## config.mk

```make
export PLATFORM = sky130hd
export DESIGN_NAME = video_buffer_filler
export DESIGN_NICKNAME = d
export VERILOG_FILES = /design/src/rtl/video_buffer_filler.sv
export SDC_FILE = /design/constraint.sdc
export NUM_CORES = 1
export LEC_CHECK = 0
export BUFFER_PORTS_ARGS = -buffer_cell sky130_fd_sc_hd__buf_4
export CELL_PAD_IN_SITES_DETAIL_PLACEMENT = 1
export CELL_PAD_IN_SITES_GLOBAL_PLACEMENT = 2
export CORE_MARGIN = 4
export CORE_UTILIZATION = 34
export CTS_CLUSTER_DIAMETER = 30
export DETAILED_ROUTE_END_ITERATION = 8
export PLACE_DENSITY = 0.87
export SETUP_SLACK_MARGIN = 0.5
export SLEW_MARGIN = 5
export SYNTH_ARGS = -nofsm -noshare
export SYNTH_HDL_FRONTEND = slang
export SYNTH_SLANG_ARGS = --single-unit
export TNS_END_PERCENT = 10
```

## constraint.sdc

```tcl
create_clock -name clk25MHz -period 2 [get_ports clk25MHz]
set_clock_uncertainty 0.05 [all_clocks]
set_input_delay 0.2 -clock clk25MHz [delete_from_list [all_inputs] [get_ports clk25MHz]]
set_output_delay 0.2 -clock clk25MHz [all_outputs]
set_load 0.01 [all_outputs]
```

## src/rtl/video_buffer_filler.sv

```systemverilog
// video_buffer_filler: fetches BSIZE bytes from frame memory, packs them LSB-first, and loads the word into the buffer when it reports empty
module video_buffer_filler #(
  parameter int BSIZE       = 4,
  parameter int ADDR_W      = 16,
  parameter int FRAME_BYTES = 19200
) (
  input  logic                 clk25MHz,
  input  logic                 rst_n,
  input  logic                 frame_start,
  input  logic                 buf_empty,
  input  logic                 buf_en,
  output logic [ADDR_W-1:0]    mem_addr,
  output logic                 mem_rd,
  input  logic [7:0]           mem_data,
  output logic [BSIZE*8-1:0]   data,
  output logic                 load,
  output logic                 busy,
  output logic                 frame_done,
  output logic                 underrun
);
  localparam int W = BSIZE * 8;
  localparam int CW = BSIZE > 1 ? $clog2(BSIZE) : 1;
  localparam logic [ADDR_W-1:0] END_ADDR = ADDR_W'(FRAME_BYTES);
  typedef enum logic [2:0] {IDLE, FETCH, DRAIN, HOLD, LOAD} state_t;
  state_t state, state_nx;
  logic [ADDR_W-1:0] addr;
  logic [CW-1:0] cnt;
  logic armed, start, wrap;
  // armed blocks a frame_start arriving on the same edge that reset is released
  assign start = frame_start & armed;
  assign wrap = addr == END_ADDR;
  assign mem_rd = state == FETCH;
  assign mem_addr = mem_rd ? addr : '0;
  assign load = state == LOAD && buf_empty && !start;
  assign busy = state != IDLE;
  always_comb begin
    state_nx = state;
    if (start) state_nx = FETCH;
    else
      case (state)
        FETCH:   state_nx = cnt == CW'(BSIZE - 1) ? DRAIN : FETCH;
        DRAIN:   state_nx = HOLD;
        HOLD:    state_nx = buf_empty ? LOAD : HOLD;
        LOAD:    state_nx = !buf_empty ? HOLD : wrap ? IDLE : FETCH;
        default: state_nx = state;
      endcase
  end
  always_ff @(posedge clk25MHz or negedge rst_n) begin
    if (!rst_n) begin
      state      <= IDLE;
      addr       <= '0;
      cnt        <= '0;
      data       <= '0;
      armed      <= 1'b0;
      frame_done <= 1'b0;
      underrun   <= 1'b0;
    end else begin
      state      <= state_nx;
      armed      <= 1'b1;
      frame_done <= load && wrap;
      cnt        <= (state == FETCH && !start) ? cnt + 1'b1 : '0;
      if (start || (load && wrap)) addr <= '0;
      else if (mem_rd) addr <= addr + 1'b1;
      // bytes shift in from the top so byte 0 ends in the LSB lane after BSIZE captures
      if ((state == FETCH && cnt != '0) || state == DRAIN)
        data <= (data >> 8) | (W'(mem_data) << (W - 8));
      if (start) underrun <= 1'b0;
      else if (buf_empty && buf_en && (state == FETCH || state == DRAIN)) underrun <= 1'b1;
    end
  end
endmodule

```

==> results.toml <==
[outcome]
status = "completed"

[placed_design]
io_buffers = 65
place.detailed.hpwl_um = 4536
postPlaceCellArea_sq_mm = 0.003267
gp_congestion = 0.7438

[floorplan]
die_h_um = 95.18
start_util = 0.3524
io-pin-count = 66
core_area_sq_mm = 0.007331
design.die.area_sq_mm = 0.009058
rows = 31
die_x_um = 95.18

[finish]
num_antenna_cells = 0
drive_gt1_frac = 0.4542
fin_area_sq_mm = 0.003518
n_fill_cell = 818
area_delta_synth_final_pct = 36.17
nNetsFinal = 322
final_core_util = 0.4799

[global_route]
antenna_found_initial = 0
grt_usage = 0.1529
grt_pass1_vias = 2118
grt_pass1_wl_um = 10770
overflow = 0
grt_max_degree = 57

[drt]
drc = 0
vias = 1967
first_pass_iters = 4
detail_route.vias_per_cell = 4.857
drt-initial-drc-count = 83
wire_per_inst_um = 16.13
ant_nets = 0
drt_wl_total_um = 6532

[timing]
max_freq_ghz = 0.5268
slew_headroom = 0.5203
fin_crit_sh = 0.9492
rsz0062_at_grt = "true"
worstMarginPinSlew_ps = 719.6
hold_violations = 0
fin_tns_setup_ps = 0
slew_violations = 0
fin_crit_ps = 1898
finalSetupViolations = 0

[min_path]
hold_class = "primary input to register"
whs_path_depth = 2

[synthesis]
synth_edf_count = 0
synth_nets = 237
ys_types = 36
async_flop_share = 1.000
synthFlopType = "dfrtp_1"
yosys_register_bits = 56
seq_area_frac_synth = 0.5424
synthCells = 220
syn_avg_cell_area_sq_um = 11.74
netlist_area_sq_mm = 0.002584
yosys_warnings = 0

[worst_setup_path]
criticalPathCategory = "register to register"
worstPathCellList = "buf_4, or3_1, a21oi_4, buf_12, mux2_2"
crit_buf_inv = 2
cp-start-kind = "register"
cp.depth = 5
r2r_cells = 5
slowest_stage = "dfrtp_1"
endpoint_kind = "register"
crit_path_max_incr_delay_ps = 430
critical_path_arrival_ps = 2050
cp_max_fo = 32
crit_required_ps = 2150
path_delay_family = "flip-flops"

[clocking]
cts-root-buf = "clkbuf_8"
clk_latency_ps = 320
clk_pin_slew_ps = 110
cts.sinks = 56
htreeDepth = 2
cts_tree = "done"
cts_buffer_depth = 2
numCtsBuffers = 5

[pwr]
p_leak_nw = 1.600
power_mw = 5.500
ir_drop_uv = 566.0
power_density_mw_per_mm2 = 1563

[job]
drv_cap = 0
## Yosys cell counts, types with 5 or more instances
library cell | number | area share
nor2_1 | 16 | 0.023
dfrtp_1 | 56 | 0.54
inv_1 | 10 | 0.015
mux2_2 | 31 | 0.14
a21oi_1 | 9 | 0.017
nand4_1 | 6 | 0.015
nor4_1 | 6 | 0.015
nand3_1 | 5 | 0.0097
and2_1 | 16 | 0.039
nand2_1 | 6 | 0.0087
xnor2_1 | 9 | 0.031
## area by class of cell
type                    count  area [sq um]  area share
clock buffers               5         68.82     0.01956
inverters                  11         41.29     0.01174
flip-flops and latches     56          1401      0.3983
well taps                  99         123.9     0.03521
repair buffers             87         725.7      0.2063
clock inverters             3         21.27    0.006046
multi-input cells         144          1136      0.3229
## routing by layer
layer	track usage	routed length [um]	vias up
li1	-	-	933
met1	0.1854	2774	1000
met2	0.2776	3509	24
met3	0.02368	130	10
met4	0.04567	118	0
met5	0	0	-
## where the power goes
part           switching, mW  internal, mW  leakage (nW)
combinational           1.29          1.68         0.858
clock                  0.389         0.250        0.0445
sequential             0.309          1.58         0.698
## metrics by stage
stage          cells  setup slack, ps  hold WS [ps]
2_1_floorplan    220            243.7        -145.6
3_3_place_gp     387            207.6         250.8
3_5_place_dp     387            149.9         251.3
4_1_cts          402            99.84         49.74
5_1_grt          405            59.31         50.26
6_report         405            101.6         59.18
## path summary, 6_finish.rpt
path,end,from,slack (ps)
max,data[28],state[1],100
min,data[27],mem_data[3],60
max reg2reg,data[28],state[1],100
min reg2reg,underrun,underrun,470
max in group asynchronous,addr[13],rst_n,1000
min in group asynchronous,data[29],rst_n,420
## state kept, by name (all words and copies together), names as in the netlist
| signal | count |
|---|---|
| addr | 16 |
| armed | 1 |
| cnt | 2 |
| data | 32 |
| frame_done | 1 |
| state | 3 |
| underrun | 1 |
## placed cells by master, fill, tap and decap left out, types with 2 or more instances in the layout
cell type  count
a21oi_1        9
and2_1        10
and2_4         6
and3_1         3
buf_12         2
buf_4         72
buf_6         12
clkbuf_8       5
dfrtp_1       56
ha_1           4
inv_1         10
mux2_2        31
nand2_1        6
nand2b_1       2
nand3_1        5
nand4_1        6
nor2_1        16
nor3_1         3
nor4_1         4
nor4_2         2
o21ai_0        3
o31ai_1        2
or3_1          3
or4_1          2
xnor2_1        9
xor2_1         4
## what timing repair did
item | CTS | global route
setup buffers | 4 | 3
gates cloned | 2 | 0
endpoints found under the setup margin | 68 | 71
resized for setup | 20 | 5
hold endpoints to repair | 56 | 0
hold buffers | 1 | 0
pin swaps | 4 | 3
## cells by family after synthesis
kind of cell               synth area share
and+or+nand+nor                      0.1642
xor gates and xnor gates            0.04407
DFF                                  0.5424
buffers and inverters               0.03874
muxes                                0.1395
other                              0.001451
AOI/OAI and AO/OA                   0.05036
adders and majority gates           0.01937
(Power assumes the default switching activity.)
